--- src/rtl/mem_stage_pkg.sv ---
// Shared definitions for the MEM stage: load-type encodings,
// default sizes and the pass-field layout decoded by WB.
package mem_stage_pkg;

    localparam logic [2:0] LD_W  = 3'd0;
    localparam logic [2:0] LD_B  = 3'd1;
    localparam logic [2:0] LD_BU = 3'd2;
    localparam logic [2:0] LD_H  = 3'd3;
    localparam logic [2:0] LD_HU = 3'd4;

    localparam int DISCARD_W_DEF = 2;
    localparam int PASS_W_DEF    = 128;

    // Bit offsets inside the opaque pass field, consumed by WB
    localparam int PASS_CSR_NUM_LSB   = 0;
    localparam int PASS_CSR_WE_BIT    = 14;
    localparam int PASS_CSR_WDATA_LSB = 15;
    localparam int PASS_CSR_WMASK_LSB = 47;
    localparam int PASS_EXC_LSB       = 79;
    localparam int PASS_RDCNT_LSB     = 96;

endpackage

--- src/rtl/mem_load_align.sv ---
// Load data alignment: selects byte/half from the response word
// and sign- or zero-extends it according to the load type.
module mem_load_align
    import mem_stage_pkg::*;
(
    input  logic [31:0] word,
    input  logic [1:0]  addr,
    input  logic [2:0]  ld_type,
    output logic [31:0] result
);

    logic [31:0] byte_sh;
    logic [15:0] half;

    assign byte_sh = word >> {addr, 3'b000};
    assign half    = addr[1] ? word[31:16] : word[15:0];

    always_comb begin
        result = word;
        unique case (1'b1)
            ld_type == LD_B:  result = {{24{byte_sh[7]}}, byte_sh[7:0]};
            ld_type == LD_BU: result = {24'h0, byte_sh[7:0]};
            ld_type == LD_H:  result = {{16{half[15]}}, half};
            ld_type == LD_HU: result = {16'h0, half};
            default:          result = word;
        endcase
    end

endmodule

--- src/rtl/mem_stage.sv ---
// MEM pipeline stage: waits for data-SRAM responses, aligns loads, drops
// responses of flushed requests. MEM_LOAD_FWD_EN enables load-data bypass.
module mem_stage
    import mem_stage_pkg::*;
#(
    parameter int PASS_W    = PASS_W_DEF,
    parameter int DISCARD_W = DISCARD_W_DEF
) (
    input  logic              clk,
    input  logic              resetn,
    input  logic              exe_to_mem_valid,
    output logic              mem_allow,
    input  logic              exe_res_from_mem,
    input  logic              exe_gr_we,
    input  logic [4:0]        exe_dest,
    input  logic [31:0]       exe_result,
    input  logic [31:0]       exe_pc,
    input  logic [2:0]        exe_ld_type,
    input  logic              exe_req_issued,
    input  logic [PASS_W-1:0] exe_pass,
    input  logic              data_sram_data_ok,
    input  logic [31:0]       data_sram_rdata,
    input  logic              wb_allow,
    input  logic              wb_exception,
    output logic              mem_to_wb_valid,
    output logic              mem_gr_we,
    output logic [4:0]        mem_dest,
    output logic [31:0]       mem_final_result,
    output logic [31:0]       mem_pc,
    output logic [PASS_W-1:0] mem_pass,
    output logic [4:0]        mem_dest_bus,
    output logic [31:0]       mem_value_bus,
    output logic              mem_load_pending
);

    localparam int SUM_W = DISCARD_W + 2;
    localparam logic [SUM_W-1:0] DISC_MAX = SUM_W'((1 << DISCARD_W) - 1);

    logic              valid, gr_we, res_from_mem, wait_q, buf_valid;
    logic [4:0]        dest;
    logic [31:0]       result, pc, buf_data;
    logic [2:0]        ld_type;
    logic [PASS_W-1:0] pass;
    logic [DISCARD_W-1:0] discard;

    logic             data_ok_live, mem_go, accept, leave;
    logic             inc_a, inc_b, dec;
    logic [SUM_W-1:0] disc_sum;
    logic [31:0]      ld_word, ld_result;

    assign data_ok_live = data_sram_data_ok & (discard == '0);
    assign mem_go       = ~wait_q | buf_valid | data_ok_live;
    assign mem_allow    = ~valid | (mem_go & wb_allow);
    assign accept       = exe_to_mem_valid & mem_allow & ~wb_exception;
    assign leave        = valid & mem_go & wb_allow;

    // A live response belongs to MEM if it waits, else to the EXE request
    assign inc_a = wb_exception & valid & wait_q & ~buf_valid
                 & ~data_ok_live;
    assign inc_b = wb_exception & exe_to_mem_valid & exe_req_issued
                 & ~(data_ok_live & ~(valid & wait_q));
    assign dec   = data_sram_data_ok & (discard != '0);

    assign disc_sum = SUM_W'(discard) + SUM_W'(inc_a)
                    + SUM_W'(inc_b) - SUM_W'(dec);

    always_ff @(posedge clk or negedge resetn) begin
        if (!resetn) begin
            valid        <= 1'b0;
            gr_we        <= 1'b0;
            res_from_mem <= 1'b0;
            dest         <= '0;
            result       <= '0;
            pc           <= '0;
            ld_type      <= '0;
            pass         <= '0;
            wait_q       <= 1'b0;
            buf_valid    <= 1'b0;
            buf_data     <= '0;
            discard      <= '0;
        end else begin
            if (wb_exception)
                valid <= 1'b0;
            else if (accept)
                valid <= 1'b1;
            else if (leave)
                valid <= 1'b0;

            if (accept) begin
                gr_we        <= exe_gr_we;
                res_from_mem <= exe_res_from_mem;
                dest         <= exe_dest;
                result       <= exe_result;
                pc           <= exe_pc;
                ld_type      <= exe_ld_type;
                pass         <= exe_pass;
            end

            if (wb_exception)
                wait_q <= 1'b0;
            else if (accept)
                wait_q <= exe_req_issued;
            else if (data_ok_live)
                wait_q <= 1'b0;

            if (wb_exception | leave) begin
                buf_valid <= 1'b0;
            end else if (valid & wait_q & data_ok_live) begin
                buf_valid <= 1'b1;
                buf_data  <= data_sram_rdata;
            end

            discard <= (disc_sum > DISC_MAX) ? DISC_MAX[DISCARD_W-1:0]
                                             : disc_sum[DISCARD_W-1:0];
        end
    end

`ifndef SYNTHESIS
    always_ff @(posedge clk) begin
        if (resetn)
            assert (disc_sum <= DISC_MAX);
    end
`endif

    assign ld_word = buf_valid ? buf_data : data_sram_rdata;

    mem_load_align u_align (
        .word    (ld_word),
        .addr    (result[1:0]),
        .ld_type (ld_type),
        .result  (ld_result)
    );

    assign mem_to_wb_valid  = valid & mem_go;
    assign mem_gr_we        = gr_we;
    assign mem_dest         = dest;
    assign mem_final_result = res_from_mem ? ld_result : result;
    assign mem_pc           = pc;
    assign mem_pass         = pass;
    assign mem_dest_bus     = (valid & gr_we) ? dest : 5'd0;

`ifdef MEM_LOAD_FWD_EN
    assign mem_value_bus    = mem_final_result;
    assign mem_load_pending = valid & res_from_mem & ~mem_go;
`else
    assign mem_value_bus    = result;
    assign mem_load_pending = valid & res_from_mem;
`endif

endmodule

--- config.mk ---
export PLATFORM = sky130hd
export DESIGN_NAME = mem_stage
export DESIGN_NICKNAME = d
export VERILOG_FILES = /design/src/rtl/mem_stage_pkg.sv /design/src/rtl/mem_load_align.sv /design/src/rtl/mem_stage.sv
export SDC_FILE = /design/constraint.sdc
export NUM_CORES = 1
export LEC_CHECK = 0
export BUFFER_PORTS_ARGS = -buffer_cell sky130_fd_sc_hd__buf_2
export CAP_MARGIN = 20
export CORE_AREA = 5 5 185 187
export CTS_CLUSTER_SIZE = 30
export DETAILED_ROUTE_END_ITERATION = 12
export DIE_AREA = 0 0 190 192
export SLEW_MARGIN = 25
export SYNTH_ARGS = -nofsm -noshare
export SYNTH_HDL_FRONTEND = slang
export SYNTH_SLANG_ARGS = --single-unit
--- constraint.sdc ---
create_clock -name clk -period 2.9 [get_ports clk]
set_input_delay 0.145 -clock clk [delete_from_list [all_inputs] [get_ports clk]]
set_output_delay 0.145 -clock clk [all_outputs]
set_load 0.01 [all_outputs]
==> results.tsv, run 1 <==
stage	metric	value	unit
outcome	outcome	finished, final reports clean	
layout	areaGrowthSynthToFinish	58.0	%
detailed_routing	drtIter0Drc	327	
clock_tree	clockBufferDepth	3	
timing	drv_slew	0	
clock_tree	cts_tree	built	
worst_setup_path	worstSetupPathType	reg -> out	
detailed_routing	wire_per_inst	19.4	um
layout	utilization	0.526	
yosys	synth-seq-area-share	0.556	
yosys	syn_nets	1005	
floorplan	core_area	32300	sq um
clock_tree	clk_latency	0.54	ns
floorplan	die-area	36500	sq um
power	power_density	646	nW/um^2
yosys	yosys.area.top_type	dfrtp_1	
min_path	worst_hold_path_type	in -> reg	
timing	period_share	0.946	
detailed_routing	wl	37800	um
layout	nets	1723	
yosys	synth_common_cells	dfrtp_1, mux2_1, mux2_2, nand2_1, mux2i_1	
clock_tree	cts_max_level	1	
power	static-leakage-power	0.00799	uW
yosys	synth_edf_count	0	
flow_run	maxCapViolCount	0	
yosys	syn_area	10800	sq um
detailed_routing	first_pass_iters	4	
placement	portBuffers	478	
timing	fin_tns_setup	0	ns
yosys	synth_cells	760	
timing	slew-limit-headroom	0.416	
floorplan	start_util	0.333	
timing	hold_violations	0	
min_path	hold_path_depth	4	
floorplan	pin_count	479	
worst_setup_path	worst-r2r-cell-count	6	
layout	fillCellCount	2757	
worst_setup_path	rrSetupSlack	0.48	ns
clock_tree	numCtsBuffers	28	
timing	clock_skew	0.0150	ns
timing	fin_ws	0.156	ns
timing	rsz0062_at_grt	no	
placement	dpl.hpwl	27000	um
yosys	avgSynthCellArea	14.2	sq um
grt	grt_max_degree	105	
grt	grt_pass1_vias	9910	
worst_setup_path	cp_top_family	compound AO/OA/AOI/OAI gates	
yosys	synth_cell_type_count	50	
worst_setup_path	arrival	2.60	ns
grt	gr-usage-all-layers	0.198	
timing	tightest_slew	0.875	ns
detailed_routing	via_count	9084	
layout	multi_input_area	4390	sq um
clock_tree	cts_setup_buffers	0	
worst_setup_path	critPathSlowestCell	dfrtp_2	
grt	grt_pass1_wl	57100	um
timing	fin_crit	2.74	ns
grt	grt-ovfl-total	0	
min_path	hold_start	exe_req_issued	
worst_setup_path	crit_fanout	22	
floorplan	die_x	190	um
yosys	async_flop_share	1.00	
grt	antenna_found_initial	5	
worst_setup_path	worstPathRequired	2.76	ns
floorplan	rows	66	
layout	layout-drive-gt1-share	0.424	
detailed_routing	ant_nets	0	
yosys	synth_top_area_share	0.556	
detailed_routing	drc	0	
yosys	synthTopCellsByArea	dfrtp_1, mux2_1, mux2_2	
min_path	whs_endpoint	discard[0]	
worst_setup_path	rr_endpoint	mem_pass[8]	
layout	final-seq-area	5980	sq um
placement	dp_slack	0.499	ns
yosys	synth_seq_cells	239	
timing	fmax	364	MHz
yosys	ys_warn_count	0	
detailed_routing	routed_via_density	4.67	
clock_tree	clk_pin_slew	0.05	ns
worst_setup_path	startpoint_type	register	
clock_tree	clock_sinks	239	
placement	gp_congestion	0.869	
worst_setup_path	slowest_delay	0.45	ns
yosys	yosysMostFrequentCell	dfrtp_1	
clock_tree	root_buffer	clkbuf_16	
power	peakVddDrop	0.526	mV
yosys	ys.flop_type	dfrtp_1	
worst_setup_path	critPathCaptureType	output port	
timing	finalSetupViolations	0	
floorplan	die_h	192	um
worst_setup_path	timing.rr.start	discard[1]	
worst_setup_path	crit_chain	buf_4, nor2b_1, a22o_1, nor4_2, a221oi_1, a21oi_1, buf_2	
worst_setup_path	path_buf_inv	2	
==> worst min-delay path, cell delays in order <==
cell	delay, ns
buf_2	0.11
nand4_1	0.10
fa_1	0.17
nand2_1	0.05
==> metrics by stage <==
step                hold WS (ns)  total power (uW)  instances  instance area (sq um)
finish                    0.0919             11000       1945                  17000
CTS                       0.0643             11100       1942                  17000
floorplan                 -0.151              5630        760                  10800
global route              0.0832             11600       1945                  17000
global placement           0.206              6950       1650                  13600
detailed placement         0.201              7010       1650                  13600
==> kinds of logic (layout without fill, tap and decap cells) <==
logic type,count (synthesis),count (layout),synth area share
AO/OA/AOI/OAI,78,78,0.0514
flip-flops,239,239,0.556
buffers and inverters,62,802,0.0387
AND/OR/NAND/NOR,88,88,0.0381
multiplexers,286,286,0.307
adder cells (fa/ha/maj),5,5,0.00698
other,0,3,0
XOR/XNOR,2,2,0.00163
==> sequential cells by signal, summed over array words and instances, names as in the netlist <==
register and cells:
buf_data 32, buf_valid 1, discard 2, ld_type 3, mem_dest 5, mem_gr_we 1, mem_pass 128, mem_pc 32
mem_value_bus 32, res_from_mem 1, valid 1, wait_q 1
==> per-layer routing <==
layer / GRT usage / share of wire / up-vias
met5: 0 / 0.00056 / -
met4: 0.0609 / 0.030 / 4
met3: 0.0533 / 0.077 / 65
met2: 0.356 / 0.51 / 374
met1: 0.231 / 0.38 / 4459
li1: - / - / 4182
==> how the worst max path moves through the flow <==
stage	from	to	slack, ns	cells past startpoint
2_1_floorplan	discard[1]	discard[1]	0.68	8
3_3_place_gp	discard[1]	discard[1]	0.57	8
3_5_place_dp	discard[1]	mem_pass[86]	0.50	6
4_1_cts	buf_valid	mem_final_result[15]	0.07	7
5_1_grt	ld_type[2]	mem_final_result[7]	0.03	6
6_report	buf_valid	mem_final_result[15]	0.16	7
==> final cells by class <==
| cell class | count | area share |
|---|---|---|
| diodes | 3 | 0.000442 |
| clock buffers | 38 | 0.0482 |
| clock inverters | 14 | 0.0110 |
| inverters | 13 | 0.00287 |
| multi-input cells | 459 | 0.258 |
| flip-flops and latches | 239 | 0.352 |
| well taps | 442 | 0.0325 |
| repair buffers | 737 | 0.295 |
==> cells in the final DEF, fill, tap and decap left out, drive strengths merged, types with 4 or more instances in the layout <==
cell type / synthesis / final
a21oi: 15 / 15
inv: 13 / 13
and3: 5 / 5
bufinv: 0 / 4
clkinv: 0 / 8
dlygate4sd3: 0 / 240
mux2: 243 / 243
dfrtp: 239 / 239
o22ai: 7 / 7
clkbuf: 12 / 38
o21ai: 9 / 9
mux4: 11 / 11
mux2i: 32 / 32
nor2: 28 / 28
nor2b: 4 / 4
a31oi: 6 / 6
o22a: 22 / 22
nand2: 38 / 38
buf: 37 / 497
==> repair_timing <==
item	in CTS	in global routing
hold buffers	240	0
gates resized for setup	0	3
endpoints found under the hold margin	312	0
endpoints found under the setup margin	0	4
==> report_power, final <==
group / internal, uW / switching (uW) / total, uW
Sequential: 3890 / 390 / 4280
Clock: 2330 / 1430 / 3760
Combinational: 1430 / 1500 / 2940
Power figures use the tool's default switching activity.
==> run 2, diff against run 1 <==
CORE_AREA = unset   (was 5 5 185 187)
CORE_MARGIN = 5   (was unset)
CORE_UTILIZATION = 28   (was unset)
DIE_AREA = unset   (was 0 0 190 192)
==> run 2 against run 1 <==
Effect of this change:
- global-route usage fell by 2.0 points
- critical path depth stayed put
- sequential cell count unchanged
- maximum frequency is 0.34% higher
- hold slack worse by 0.012 ns
- largest power group unchanged
- cell area is 0.57% higher
- die area increased by 16%
- critical path type unchanged
- worst setup slack gained 0.0092 ns
- count of clock-buffer cells in the layout is 2 lower
- register-to-register slack improved by 0.02 ns
- non-clock buffer count increased by 9
- combinational power is 2% higher
==> results.tsv, run 2 (synthesis results as in run 1) <==
stage	metric	value	unit	change
outcome	outcome	finished, final reports clean		
worst_setup_path	rrSetupSlack	0.50	ns	+0.02 ns
timing	fin_crit	2.73	ns	-0.00918 ns
layout	nets	1732		+0.52%
worst_setup_path	crit_chain	nor3b_1, buf_4, a21o_2, nand2_1, o32ai_1, o22a_1, buf_2		
placement	dp_slack	0.532	ns	+0.0335 ns
placement	gp_congestion	0.891		+2.5%
worst_setup_path	worst-r2r-cell-count	8		+2
placement	dpl.hpwl	27900	um	+3.5%
grt	grt-ovfl-total	0		unchanged
layout	layout.cells.most_common	buf_2		
worst_setup_path	timing.rr.start	discard[1]		
timing	timing.hold.ws	0.0801	ns	-0.0119 ns
clock_tree	clk_pin_slew	0.06	ns	about the same
clock_tree	cts_max_level	1		unchanged
power	power_density	632	nW/um^2	-2.2%
power	static-leakage-power	0.00800	uW	+0.12%
worst_setup_path	rr_endpoint	discard[1]		
detailed_routing	via_count	9202		+1.3%
worst_setup_path	slowest_delay	0.48	ns	+0.03 ns
timing	hold_violations	0		unchanged
detailed_routing	drc	0		unchanged
timing	drv_slew	0		unchanged
detailed_routing	ant_nets	0		unchanged
min_path	hold_start	exe_req_issued		
layout	fillCellCount	3409		+24%
floorplan	start_util	0.285		-0.0482
detailed_routing	wl	39400	um	+4.3%
worst_setup_path	cp-endpoint	mem_final_result[7]		
grt	grt_pass1_wl	59400	um	+4.0%
worst_setup_path	crit_start	ld_type[0]		
layout	layout-drive-gt1-share	0.428		+0.00400
timing	fin_tns_setup	0	ns	unchanged
layout	largest_reg_flops	128		unchanged
worst_setup_path	critPathCaptureType	output port		
worst_setup_path	worstSetupPathType	reg -> out		
timing	tightest_slew	0.842	ns	-0.0337 ns
floorplan	rows	71		+7.6%
min_path	worst_hold_path_type	in -> reg		
layout	areaGrowthSynthToFinish	58.9	%	
worst_setup_path	arrival	2.59	ns	about the same
clock_tree	clk_latency	0.55	ns	about the same
timing	finalSetupViolations	0		unchanged
detailed_routing	drtIter0Drc	402		+23%
worst_setup_path	worstPathRequired	2.76	ns	about the same
detailed_routing	first_pass_iters	4		unchanged
floorplan	die_h	206	um	+7.3%
timing	fin_ws	0.166	ns	+0.00918 ns
power	total_power	10800	uW	-1.6%
detailed_routing	wire_per_inst	19.5	um	+0.39%
clock_tree	cts_tree	built		
clock_tree	numCtsBuffers	28		unchanged
placement	portBuffers	478		unchanged
grt	antenna_found_initial	5		unchanged
power	peakVddDrop	0.497	mV	-5.6%
timing	period_share	0.943		-0.00316
clock_tree	clock_sinks	239		unchanged
worst_setup_path	startpoint_type	register		
detailed_routing	routed_via_density	4.56		-2.5%
worst_setup_path	crit_fanout	10		-55%
timing	fmax	366	MHz	+0.34%
clock_tree	root_buffer	clkbuf_16		
layout	mostFrequentLayoutCells	buf_2, dlygate4sd3_1, dfrtp_1		
floorplan	pin_count	479		unchanged
floorplan	die-area	42400	sq um	+16%
grt	grt_max_degree	78		-26%
timing	clock_skew	0.00899	ns	-0.00602 ns
timing	slew-limit-headroom	0.439		+0.0224
clock_tree	cts_setup_buffers	0		unchanged
floorplan	die_x	206	um	+8.4%
flow_run	maxCapViolCount	0		unchanged
grt	gr-usage-all-layers	0.178		-0.0201
grt	grt_pass1_vias	10200		+2.7%
clock_tree	clockBufferDepth	3		unchanged
worst_setup_path	critPathSlowestCell	dfrtp_1		
floorplan	core_area	37800	sq um	+17%
## run 2: cell types whose count changed in the layout (fill, tap and decap cells not counted), sizes merged
cell    before  now
buf        497  506
diode        3    2
bufinv       4    2
clkbuf      38   36
clkinv       8   10
## run 2: final cells by class
| cell class | count | area, sq um | area share |
|---|---|---|---|
| clock buffers | 36 | 782 | 0.0457 |
| flip-flops and latches | 239 | 5980 | 0.350 |
| clock inverters | 14 | 144 | 0.00842 |
| repair buffers | 746 | 5110 | 0.299 |
| inverters | 13 | 48.8 | 0.00285 |
| diodes | 2 | 5.00 | 0.000293 |
| multi-input cells | 459 | 4380 | 0.256 |
| well taps | 511 | 639 | 0.0374 |
## run 2: routing by layer
| layer | share of wire | global-route usage | up-vias | routed length, um |
|---|---|---|---|---|
| li1 | - | - | 4206 | - |
| met1 | 0.38 | 0.202 | 4520 | 14800 |
| met2 | 0.51 | 0.320 | 394 | 20000 |
| met3 | 0.074 | 0.0444 | 80 | 2910 |
| met4 | 0.040 | 0.0706 | 2 | 1580 |
| met5 | 0.00033 | 0 | - | 13 |
## run 2: how the worst min path moves through the flow
stage	to	slack, ns	depth (start not counted)
final	discard[0]	0.08	4
after global routing	discard[0]	0.08	4
after CTS	discard[0]	0.05	4
after detailed placement	mem_value_bus[0]	0.19	1
after global placement	mem_value_bus[10]	0.20	1
after floorplan	buf_data[0]	-0.15	0
## run 2: worst max-delay path: cells and delay by family (launching register included)
kind                   cells  cell delay (ns)
AND/OR/NAND/NOR            2             0.46
buffers and inverters      2             0.30
flip-flops                 1             0.48
AO/OA/AOI/OAI              3             0.80
## run 2: stage by stage
stage          instances  area, sq um   util
2_1_floorplan        760        10800      -
3_3_place_gp        1728        13700  0.364
3_5_place_dp        1728        13700  0.364
4_1_cts             2018        17100  0.452
5_1_grt             2020        17100  0.453
6_report            2020        17100  0.453
## run 2: what timing repair did
item	in CTS	in global routing
hold endpoints to repair	309	0
setup endpoints to repair	0	22
resized for setup	0	7
hold buffers	240	0
## run 2: report_power, final
part           total (uW)  switching, uW  internal (uW)
Clock                3520           1440           2080
Sequential           4270            381           3890
Combinational        3010           1560           1450
==> run 3, diff against run 2 <==
CORE_MARGIN = unset   (was 5)
CTS_BUF_LIST = sky130_fd_sc_hd__clkbuf_8   (was unset)
SYNTH_HIERARCHICAL = 1   (was unset)
==> run 3 against run 2 <==
Effect of this change:
- the run now ends with setup timing left
- power up 4.3%
- combinational power up 23%
- sequential power about the same
- critical path depth grew 1
- non-clock buffer count grew 9
- sequential cell count unchanged
- via count is essentially flat
- count of clock-buffer cells in the layout up 18
- global-route usage increased by 1.5 points
- clock power down 7.4%
- register-to-register slack worse by 0.34 ns
- first-iteration DRC count decreased by 15%
- largest cell class unchanged
==> results.tsv, run 3 <==
stage	metric	value	unit	change
detailed_routing	ant_nets	0		unchanged
placement	dpl.hpwl	26000	um	-7.1%
timing	drv_slew	0		unchanged
timing	fin_crit	3.11	ns	+0.371 ns
clock_tree	clockBufferDepth	3		unchanged
timing	hold_violations	0		unchanged
clock_tree	numCtsBuffers	46		+64%
yosys	syn_area	10900	sq um	+1.2%
worst_setup_path	critPathSlowestCell	dfrtp_2		
placement	portBuffers	478		unchanged
outcome	violations	setup timing		
yosys	synth_seq_cells	239		unchanged
power	swShare	0.321		+0.00778
power	static-leakage-power	0.00865	uW	+8.1%
worst_setup_path	critPathCaptureType	output port		
floorplan	die_h	199	um	-3.3%
yosys	synthTopCellsByArea	dfrtp_1, mux2_2, mux2_4		
layout	largest_reg_flops	128		unchanged
worst_setup_path	slowest_delay	0.46	ns	-0.02 ns
yosys	synthAdderAreaFrac	0.00689		-0.0000850
timing	tightest_slew	0.892	ns	+0.0507 ns
floorplan	core_area	37900	sq um	+0.47%
yosys	syn_nets	985		-2.0%
detailed_routing	wl	38800	um	-1.6%
clock_tree	cts_tree	built		
worst_setup_path	crit_top_cell	mux2_4		
floorplan	rows	71		unchanged
power	switchingPower	3610	uW	+6.9%
grt	grt_pass1_wl	58300	um	-1.8%
power	clockPowerShare	0.289		-0.037
grt	gr-usage-all-layers	0.192		+0.0145
detailed_routing	wire_per_inst	19.0	um	-2.3%
yosys	synth-xor-area-share	0.00241		+0.000784
yosys	synthMuxAreaShare	0.336		+0.0290
layout	mostFrequentLayoutCells	buf_2, dlygate4sd3_1, mux2_2		
flow_run	maxCapViolCount	0		unchanged
worst_setup_path	startpoint_type	register		
timing	fin_ws	-0.205	ns	-0.371 ns
layout	layout.cells.most_common	buf_2		
yosys	yosysMostFrequentCell	mux2_2		
yosys	synth_top_area_share	0.549		-0.00677
timing	period_share	1.07		+0.128
grt	antenna_found_initial	2		-3
yosys	synth-seq-area-share	0.549		-0.00677
detailed_routing	routed_via_density	4.52		-0.70%
floorplan	die_x	199	um	-3.3%
timing	clock_skew	0.0361	ns	+0.0272 ns
yosys	synth-simple-area-share	0.0242		-0.0139
power	p_comb_frac	0.329		+0.050
worst_setup_path	crit_fanout	7		-3
clock_tree	clock_sinks	239		unchanged
worst_setup_path	cp_top_family	multiplexers		
yosys	avgSynthCellArea	14.7	sq um	+4.0%
yosys	synth_compound_area_frac	0.0518		+0.000408
worst_setup_path	path_buf_inv	2		unchanged
yosys	async_flop_share	1.00		unchanged
detailed_routing	first_pass_iters	4		unchanged
yosys	synth_cells	740		-2.6%
floorplan	pin_count	479		unchanged
yosys	synth_cell_type_count	50		unchanged
detailed_routing	drc	0		unchanged
clock_tree	root_buffer	clkbuf_8		
grt	grt-ovfl-total	0		unchanged
timing	slew-limit-headroom	0.405		-0.0338
layout	layout-drive-gt1-share	0.585		+0.157
detailed_routing	drtIter0Drc	342		-15%
placement	gp_congestion	0.857		-3.8%
clock_tree	cts_max_level	2		+1
yosys	yosys.area.top_type	dfrtp_1		
worst_setup_path	worstPathRequired	2.76	ns	about the same
yosys	synth_common_cells	mux2_2, dfrtp_1, mux2_4, buf_2, nand2_1		
power	power.internal	7660	uW	+3.1%
min_path	worst_hold_path_type	in -> reg		
grt	grt_pass1_vias	10400		+1.9%
timing	finalSetupViolations	25		+25
timing	fmax	322	MHz	-12%
yosys	ys_warn_count	6		+6
floorplan	die-area	39700	sq um	-6.5%
worst_setup_path	crit_chain	mux2_4, mux2_4, a221oi_4, buf_12, a211oi_2, a221o_1, mux2_4, buf_6		
detailed_routing	via_count	9210		+0.087%
clock_tree	clk_pin_slew	0.07	ns	about the same
layout	areaGrowthSynthToFinish	62.2	%	
floorplan	start_util	0.287		+0.00216
yosys	ys.flop_type	dfrtp_1		
power	p_seq_frac	0.382		-0.013
yosys	synth_edf_count	0		unchanged
layout	nets	1742		+0.58%
timing	fin_tns_setup	-2.56	ns	-2.56 ns
power	power_density	638	nW/um^2	+0.96%
clock_tree	clk_latency	0.60	ns	+0.05 ns
worst_setup_path	worstSetupPathType	reg -> out		
timing	timing.hold.ws	0.137	ns	+0.0574 ns
yosys	synth_top_family_by_area	multiplexers		
worst_setup_path	arrival	2.96	ns	+0.37 ns
outcome	outcome	finished, violations left		
power	peakVddDrop	0.384	mV	-23%
grt	grt_max_degree	107		+37%
timing	rsz0062_at_grt	yes		
-- run 3: layout make-up --
| class | count | area, sq um |
|---|---|---|
| Clock inverter | 21 | 119 |
| Clock buffer | 54 | 743 |
| Fill cell | 3412 | 20300 |
| Multi-Input combinational cell | 446 | 4800 |
| Sequential cell | 239 | 5980 |
| Antenna cell | 1 | 2.50 |
| Inverter | 9 | 33.8 |
| Timing Repair Buffer | 755 | 5340 |
| Tap cell | 511 | 639 |
-- run 3: power by group through the flow --
stage          Sequential, uW  Combinational [uW]  Clock, uW
2_1_floorplan            4520                1440          0
3_3_place_gp             4310                3070          0
3_5_place_dp             4320                3100          0
4_1_cts                  4280                3670       3380
5_1_grt                  4380                3960       3540
6_report                 4300                3710       3260
-- run 3: worst paths after layout --
kind / start / to / slack [ns] / cells past startpoint
worst max-delay path: buf_valid / mem_final_result[13] / -0.21 / 8
worst min-delay path: data_sram_data_ok / discard[0] / 0.14 / 5
worst max register to register: buf_valid / discard[1] / 0.16 / 10
worst min register to register: mem_pc[16] / mem_pc[16] / 0.49 / 1
max in group asynchronous: resetn / mem_pass[35] / 1.82 / 3
min in group asynchronous: resetn / buf_data[27] / 0.22 / 2
-- run 3: metrics by stage --
stage | instance area, sq um | instances | total power (uW) | setup slack, ns | utilization
after floorplan | 10900 | 740 | 5960 | 0.116 | -
after global placement | 13900 | 1707 | 7380 | 0.284 | 0.367
after detailed placement | 13900 | 1707 | 7420 | 0.253 | 0.367
after CTS | 17500 | 2029 | 11300 | -0.276 | 0.462
after global routing | 17700 | 2035 | 11900 | -0.350 | 0.466
final | 17700 | 2036 | 11300 | -0.205 | 0.466
-- run 3: metal layers --
layer	global-route usage	part of all wire	up-vias
li1	-	-	4192
met1	0.218	0.38	4583
met2	0.335	0.51	350
met3	0.0567	0.067	83
met4	0.0792	0.035	2
met5	0	0.00031	-
-- run 3: kinds of logic (layout without fill, tap and decap cells) --
group,count (synthesis),count (layout)
flops,239,239
other cells,0,1
xor+xnor,3,3
fa+ha+maj,5,5
simple gates,51,51
compound gates,71,72
mux,315,315
buf+inv,56,839
-- run 3: timing repair --
action,in CTS,in global routing
hold buffers,242,0
gates cloned,1,1
gates resized for setup,61,17
setup buffers,4,5
endpoints found under the hold margin,336,0
endpoints found under the setup margin,32,32
pin swaps,2,4
-- run 3: worst min-delay path, cell delays in order --
cell and delay [ns]:
buf_2 0.10, o21a_1 0.11, ha_1 0.13, fa_1 0.16, nand2_1 0.05
